File: config.mk
export PLATFORM = sky130hd
export DESIGN_NAME = apb_master
export DESIGN_NICKNAME = d
export VERILOG_FILES = /design/src/rtl/apb_master.sv
export SDC_FILE = /design/constraint.sdc
export NUM_CORES = 1
export LEC_CHECK = 0
export ABC_AREA = 1
export CAP_MARGIN = 25
export CORE_UTILIZATION = 40
export DETAILED_ROUTE_END_ITERATION = 6
export MAX_ROUTING_LAYER = met4
export PLACE_DENSITY_LB_ADDON = 0.1
export SLEW_MARGIN = 20
export SYNTH_ARGS = -nofsm -noshare
export SYNTH_HDL_FRONTEND = slang
export SYNTH_SLANG_ARGS = --single-unit
File: constraint.sdc
create_clock -name clk -period 2.3 [get_ports clk]
set_clock_uncertainty 0.1 [all_clocks]
set_input_delay 0.46 -clock clk [delete_from_list [all_inputs] [get_ports clk]]
set_output_delay 0.46 -clock clk [all_outputs]
set_load 0.03 [all_outputs]
File: src/rtl/apb_master.sv
// rtl/apb_master.sv - single-outstanding APB master with slave-error and timeout reporting
//
// Accepts one command at a time on a valid/ready handshake, runs it as an
// APB SETUP + ACCESS transfer, and reports completion with a one-cycle
// rsp_valid pulse. A transfer stuck in ACCESS is abandoned after
// timeoutCycles cycles (0 disables the timeout).
//
// Ports:
//   clk, reset        clock, synchronous active-high reset
//   cmd_valid         command offered
//   cmd_ready         command accepted this cycle (high exactly in IDLE)
//   cmd_write         1 = write, 0 = read
//   cmd_addr          target address
//   cmd_wdata         write data
//   sel, enable       APB select / enable
//   write, addr       APB direction / address
//   wdata             APB write data
//   rdata             APB read data from the slave
//   ready, slverr     APB completion / error from the slave
//   rsp_valid         one-cycle completion pulse
//   rsp_rdata         read data of the completed transfer (0 for writes/timeouts)
//   rsp_err           transfer ended with slverr or timeout
//   rsp_timeout       transfer ended by timeout

module apb_master #(
    parameter int addrWidth     = 2,
    parameter int dataWidth     = 8,
    parameter int timeoutCycles = 16
) (
    input  logic                 clk,
    input  logic                 reset,
    input  logic                 cmd_valid,
    output logic                 cmd_ready,
    input  logic                 cmd_write,
    input  logic [addrWidth-1:0] cmd_addr,
    input  logic [dataWidth-1:0] cmd_wdata,
    output logic                 sel,
    output logic                 enable,
    output logic                 write,
    output logic [addrWidth-1:0] addr,
    output logic [dataWidth-1:0] wdata,
    input  logic [dataWidth-1:0] rdata,
    input  logic                 ready,
    input  logic                 slverr,
    output logic                 rsp_valid,
    output logic [dataWidth-1:0] rsp_rdata,
    output logic                 rsp_err,
    output logic                 rsp_timeout
);

    localparam int CW = (timeoutCycles < 1) ? 1 : $clog2(timeoutCycles + 1);
    localparam bit TO_EN = (timeoutCycles > 0);
    // Counter value during the last permitted ACCESS cycle.
    localparam logic [CW-1:0] TO_LAST = CW'((timeoutCycles > 0) ? timeoutCycles - 1 : 0);
    localparam logic [CW-1:0] CNT_MAX = {CW{1'b1}};

    typedef enum logic [1:0] {
        IDLE   = 2'd0,
        SETUP  = 2'd1,
        ACCESS = 2'd2
    } state_t;

    state_t state, state_nxt;

    logic [CW-1:0]        cnt, cnt_nxt;
    logic                 lat_write, lat_write_nxt;
    logic [addrWidth-1:0] lat_addr, lat_addr_nxt;
    logic [dataWidth-1:0] lat_wdata, lat_wdata_nxt;

    logic                 sel_nxt, enable_nxt, write_nxt;
    logic [addrWidth-1:0] addr_nxt;
    logic [dataWidth-1:0] wdata_nxt;
    logic                 rsp_valid_nxt, rsp_err_nxt, rsp_timeout_nxt;
    logic [dataWidth-1:0] rsp_rdata_nxt;

    logic timeout_hit;

    // Expires only when ready is low, so a ready on the final cycle wins.
    assign timeout_hit = TO_EN && (state == ACCESS) && !ready && (cnt == TO_LAST);
    assign cmd_ready   = (state == IDLE);

    // State and all registered outputs.
    always_ff @(posedge clk) begin
        if (reset) begin
            state       <= IDLE;
            cnt         <= '0;
            lat_write   <= 1'b0;
            lat_addr    <= '0;
            lat_wdata   <= '0;
            sel         <= 1'b0;
            enable      <= 1'b0;
            write       <= 1'b0;
            addr        <= '0;
            wdata       <= '0;
            rsp_valid   <= 1'b0;
            rsp_rdata   <= '0;
            rsp_err     <= 1'b0;
            rsp_timeout <= 1'b0;
        end else begin
            state       <= state_nxt;
            cnt         <= cnt_nxt;
            lat_write   <= lat_write_nxt;
            lat_addr    <= lat_addr_nxt;
            lat_wdata   <= lat_wdata_nxt;
            sel         <= sel_nxt;
            enable      <= enable_nxt;
            write       <= write_nxt;
            addr        <= addr_nxt;
            wdata       <= wdata_nxt;
            rsp_valid   <= rsp_valid_nxt;
            rsp_rdata   <= rsp_rdata_nxt;
            rsp_err     <= rsp_err_nxt;
            rsp_timeout <= rsp_timeout_nxt;
        end
    end

    // Next state.
    always_comb begin
        state_nxt = state;
        case (state)
            IDLE:    if (cmd_valid) state_nxt = SETUP;
            SETUP:   state_nxt = ACCESS;
            ACCESS:  if (ready || timeout_hit) state_nxt = IDLE;
            default: state_nxt = IDLE;
        endcase
    end

    // Next values of the registered outputs, the command latch and the
    // timeout counter. APB outputs are computed for the state being entered.
    always_comb begin
        sel_nxt         = 1'b0;
        enable_nxt      = 1'b0;
        write_nxt       = 1'b0;
        addr_nxt        = '0;
        wdata_nxt       = '0;
        rsp_valid_nxt   = 1'b0;
        rsp_rdata_nxt   = rsp_rdata;
        rsp_err_nxt     = rsp_err;
        rsp_timeout_nxt = rsp_timeout;
        cnt_nxt         = cnt;
        lat_write_nxt   = lat_write;
        lat_addr_nxt    = lat_addr;
        lat_wdata_nxt   = lat_wdata;

        case (state)
            IDLE: begin
                if (cmd_valid) begin
                    lat_write_nxt = cmd_write;
                    lat_addr_nxt  = cmd_addr;
                    lat_wdata_nxt = cmd_wdata;
                    sel_nxt       = 1'b1;
                    write_nxt     = cmd_write;
                    addr_nxt      = cmd_addr;
                    wdata_nxt     = cmd_wdata;
                end
            end
            SETUP: begin
                sel_nxt    = 1'b1;
                enable_nxt = 1'b1;
                write_nxt  = lat_write;
                addr_nxt   = lat_addr;
                wdata_nxt  = lat_wdata;
                cnt_nxt    = '0;
            end
            ACCESS: begin
                if (ready) begin
                    rsp_valid_nxt   = 1'b1;
                    rsp_err_nxt     = slverr;
                    rsp_timeout_nxt = 1'b0;
                    rsp_rdata_nxt   = lat_write ? '0 : rdata;
                end else if (timeout_hit) begin
                    rsp_valid_nxt   = 1'b1;
                    rsp_err_nxt     = 1'b1;
                    rsp_timeout_nxt = 1'b1;
                    rsp_rdata_nxt   = '0;
                end else begin
                    sel_nxt    = 1'b1;
                    enable_nxt = 1'b1;
                    write_nxt  = lat_write;
                    addr_nxt   = lat_addr;
                    wdata_nxt  = lat_wdata;
                    // Saturate so a disabled timeout never wraps.
                    if (cnt != CNT_MAX) cnt_nxt = cnt + CW'(1);
                end
            end
            default: ;
        endcase
    end

endmodule

======== Yosys cells after proc, flatten, opt, wreduce, memory -nomap -nowiden ========
Cells that the tools add are included.
word-level totals
  register bits ........................... 42
  input bits .............................. 24
  logic and storage cells ................. 69
cells by class
  add/sub/neg operators ................... 1
  equal/unequal tests ..................... 9
  muxes and demuxes ....................... 32
  bitwise logic cells ..................... 1
  reduce and logical (&&, ||, !) cells .... 12
operators with widths
  cell                                                                     number
  8-bit two-way mux                                                        6
  8-bit case mux with 3 select lines                                       1
  5-bit two-way mux                                                        3
  2-bit case mux with 3 select lines                                       2
  1-bit two-way mux                                                        11
  2-bit two-way mux                                                        5
  5-bit case mux with 2 select lines                                       1
  2-bit inequality test, second input constant                             3
  1-bit case mux with 3 select lines                                       2
  2-bit AND reduction                                                      3
  5-bit by 1-bit adder with 5-bit output, second input constant            1
  5-bit by 4-bit == test with 1-bit output, second input constant          1
  5-bit inequality test, second input constant                             1
  2-bit by 1-bit inequality test with 1-bit output, second input constant  2
  4-bit AND reduction                                                      1
  2-bit nonzero test                                                       2
  2-bit by 1-bit == test with 1-bit output, second input constant          1
  2-bit == test, second input constant                                     1
  1-bit logical AND                                                        2
  2-bit zero test                                                          1
  1-bit case mux with 2 select lines                                       1
  2-bit OR reduction                                                       1
  1-bit zero test                                                          1
  1-bit logical OR                                                         1
  1-bit inverter                                                           1

======== Longest topological paths before layout ========
  word-level depth ........................ 6
  mapped depth ............................ 12

======== Worst setup path before layout ========
Ideal clock, no wire load.
  kind .................................... register to register
  start ................................... register cnt[1]
  end ..................................... register sel
  arrival ................................. 1.426 ns
  data required time ...................... 2.085 ns
  slack ................................... 0.658 ns
  stages on the path, launching flop included .. 11
  buffers on the path ..................... 1
  period minus slack after synthesis ...... 1.642 ns
  cells stage by stage .................... dfxtp_1 ha_1 nand2_1 nor2_1 ha_1 nor2_4 nand2_2 nand2_2 buf_4 o21ai_0 inv_1
between the ends
  longest elaborated chain between the ends .. 5
ends and longest elaborated chain
  item                                      line  text
  from (decl)                               65    logic [CW-1:0] cnt, cnt_nxt;
  from (signal assigned)                    101   cnt <= cnt_nxt;
  5-bit by 4-bit == test with 1-bit output  79    assign timeout_hit = TO_EN && (state == ACCESS) && !ready && (cnt == TO_LAST);
  1-bit logical AND                         79
  1-bit two-way mux                         171   end else if (timeout_hit) begin
  1-bit two-way mux                         166   if (ready) begin
  1-bit case mux with 3 select lines        145   case (state)
  to (signal assigned)                      105   sel <= sel_nxt;
  to (decl)                                 37    output logic sel,
Every way passes these cells.
A chain may end at the register's enable or synchronous reset.

======== Final worst setup path ========
  start ................................... register state[1]
  end ..................................... output cmd_ready
between the ends
  longest elaborated chain between the ends .. 1
ends and longest elaborated chain
  item                    line  text
  from (decl)             63    state_t state, state_nxt;
  from (signal assigned)  100   state <= state_nxt;
  2-bit zero test         80    assign cmd_ready = (state == IDLE);
  to (decl)               33    output logic cmd_ready,
Every way passes these cells.

==> flow_metrics.tcl <==
set metrics [dict create \
    diodes 0 \
    period_minus_slack_ns 2.15 \
    startpoint_type "flop" \
    via_count 1476 \
    cp-end-kind "output pin" \
    hp-class "reg2reg" \
    drt-total-wl_um 3420 \
    cts-buffers-inserted 5 \
    tns_ns 0 \
    syn-mean-instance-area_um2 7.35 \
    max_freq_mhz 466 \
    finalMaxSlewViolations 0 \
    die_area_mm2 0.00449 \
    grt-ovfl-total 0 \
    final_area_mm2 0.00233 \
    crit_required_ns 1.74 \
    setup_viol 0 \
    cts.reportedPaths.clkPinSlew_ns 0.08 \
    rows 23 \
    maxCapViolCount 0 \
    cts_buffer_depth 2 \
    ctsResizeCount 0 \
    grt_pass1_wl_um 5910 \
    nets 311 \
    preCtsSetupSlack_ns 0.362 \
    grt_max_degree 29 \
    netlist_instances 230 \
    cts_sinks 42 \
    hold_buffers 0 \
    p_per_area_mw_per_mm2 687 \
    peakVddDrop_mv 0.425 \
    die_h_um 67.0 \
    remaining_drc_errors 0 \
    postLayoutCoreUtil 0.578 \
    die_w_um 67.0 \
    cts_tree "yes" \
    power.leakage_nw 1.03 \
    grtUsageTotal 0.182 \
    synth_warnings 0 \
    drive_gt1_frac 0.0641 \
    antenna_found_initial 0 \
    dpl-instance-area_mm2 0.00222 \
    area_growth_pct 37.7 \
    gp_congestion 0.796 \
    drt_first_pass_iters 4 \
    finalHoldViolCount 0 \
    insertion_delay_ns 0.29 \
    critPathKind "reg2out" \
    post_cts_buffers 0 \
    start_util 0.420 \
    relSlewSlack 0.491 \
    port_buffers 48 \
    status "completed" \
    tightest_slew_ns 0.760 \
    avgRoutedWirePerCell_um 10.3 \
    ctsRootBufferMaster "clkbuf_8" \
    design.core.area_mm2 0.00403 \
    io_pins 49 \
    ys_seq_area_frac 0.497 \
    rsz0062_at_grt "no" \
    htreeDepth 2 \
    crit_fanout 4 \
    crit_arrival_ns 1.59 \
    setup_ws_ns 0.153 \
    synth_area_mm2 0.00169 \
    yosys_register_bits 42 \
    p_total_mw 1.60 \
    dp_hpwl_um 2360 \
    synth.distinct_cells 16 \
    grt_pass1_vias 1376 \
    min_period_over_period 0.934 \
    vias_per_cell 4.46 \
    ant_nets 0 \
    drtIter0Drc 67 \
    synth_nets 261 \
]
-- through the flow --
step                      instances  hold WS, ns
final                           331        0.345
after global routing            331        0.378
after CTS                       331        0.349
after detailed placement        323        0.338
after global placement          323        0.335
after floorplan                 230        0.344
-- power by group --
| part | internal (mW) | switching (mW) | leakage (nW) | total (mW) |
|---|---|---|---|---|
| registers | 0.761 | 0.0159 | 0.342 | 0.777 |
| clock network | 0.324 | 0.252 | 0.0514 | 0.576 |
| logic | 0.106 | 0.139 | 0.638 | 0.245 |
-- metal layers --
layer	up-vias	global-route usage	wire (um)
met5	-	-	0
met4	0	0.0612	46
met3	4	0.0514	148
met2	32	0.290	1580
met1	642	0.220	1650
li1	798	-	-
-- flip-flops by register name (all words and copies together), names as in the netlist --
signal and cells:
addr 2, state 2, cnt 5, rsp_valid 1, sel 1, lat_write 1, lat_addr 2, write 1
lat_wdata 8, enable 1, rsp_err 1, rsp_timeout 1, rsp_rdata 8, wdata 8
-- cell type report --
class / instances / area, um2
clock inverters: 2 / 37.5
well taps: 50 / 62.6
flip-flops and latches: 42 / 841
repair buffers: 51 / 503
multi-input cells: 153 / 709
inverters: 27 / 101
fillers: 387 / 1700
clock buffers: 6 / 72.6
-- kinds of logic after synthesis --
logic type,after synthesis,share of synthesized area
AO/OA/AOI/OAI,31,0.0918
adder cells (fa/ha/maj),7,0.0518
buffers and inverters,35,0.0829
flip-flops,42,0.497
AND/OR/NAND/NOR,115,0.276
-- worst max-delay path, stage by stage, from the launching register on --
cell             delay, ns
dfxtp_1               0.35
inv_1                 0.09
ha_1                  0.18
clkdlybuf4s50_1       0.68
-- cells in the mapped netlist --
| cell | instances | area, um2 |
|---|---|---|
| nor2_1 | 12 | 45.0 |
| nor2_2 | 1 | 6.26 |
| ha_1 | 7 | 87.6 |
| o21ai_0 | 3 | 15.0 |
| buf_4 | 1 | 7.51 |
| dfxtp_1 | 42 | 841 |
| nand3_1 | 6 | 30.0 |
| nand2_1 | 90 | 338 |
| a21oi_1 | 27 | 135 |
| inv_1 | 26 | 97.6 |
| clkbuf_1 | 3 | 11.3 |
| nor2_4 | 2 | 22.5 |
| nand2_2 | 4 | 25.0 |
| inv_2 | 1 | 3.75 |
| buf_2 | 4 | 20.0 |
| o21ai_1 | 1 | 5.00 |
-- final timing paths --
check | cells past startpoint | slack (ns) | to | startpoint
setup / recovery | 3 | 0.15 | cmd_ready | state[1]$_SDFFE_PP0P_
hold / removal | 2 | 0.34 | rsp_err$_SDFFE_PP0P_ | rsp_err$_SDFFE_PP0P_
setup reg to reg | 9 | 0.52 | sel$_SDFF_PP0_ | cnt[1]$_SDFFE_PP0P_
hold reg to reg | 2 | 0.34 | rsp_err$_SDFFE_PP0P_ | rsp_err$_SDFFE_PP0P_
-- cell usage in the layout, fill, tap and decap left out --
master	count
a21oi_1	27
dfxtp_1	42
clkbuf_1	1
o21ai_1	1
nor2_1	12
buf_4	3
nand2_1	90
nor2_2	1
nor2_4	2
inv_1	26
o21ai_0	3
nand3_1	6
clkbuf_8	5
nand2_2	4
clkdlybuf4s50_1	48
clkinvlp_4	1
ha_1	7
inv_2	1
bufinv_16	1
(Power assumes the default switching activity.)
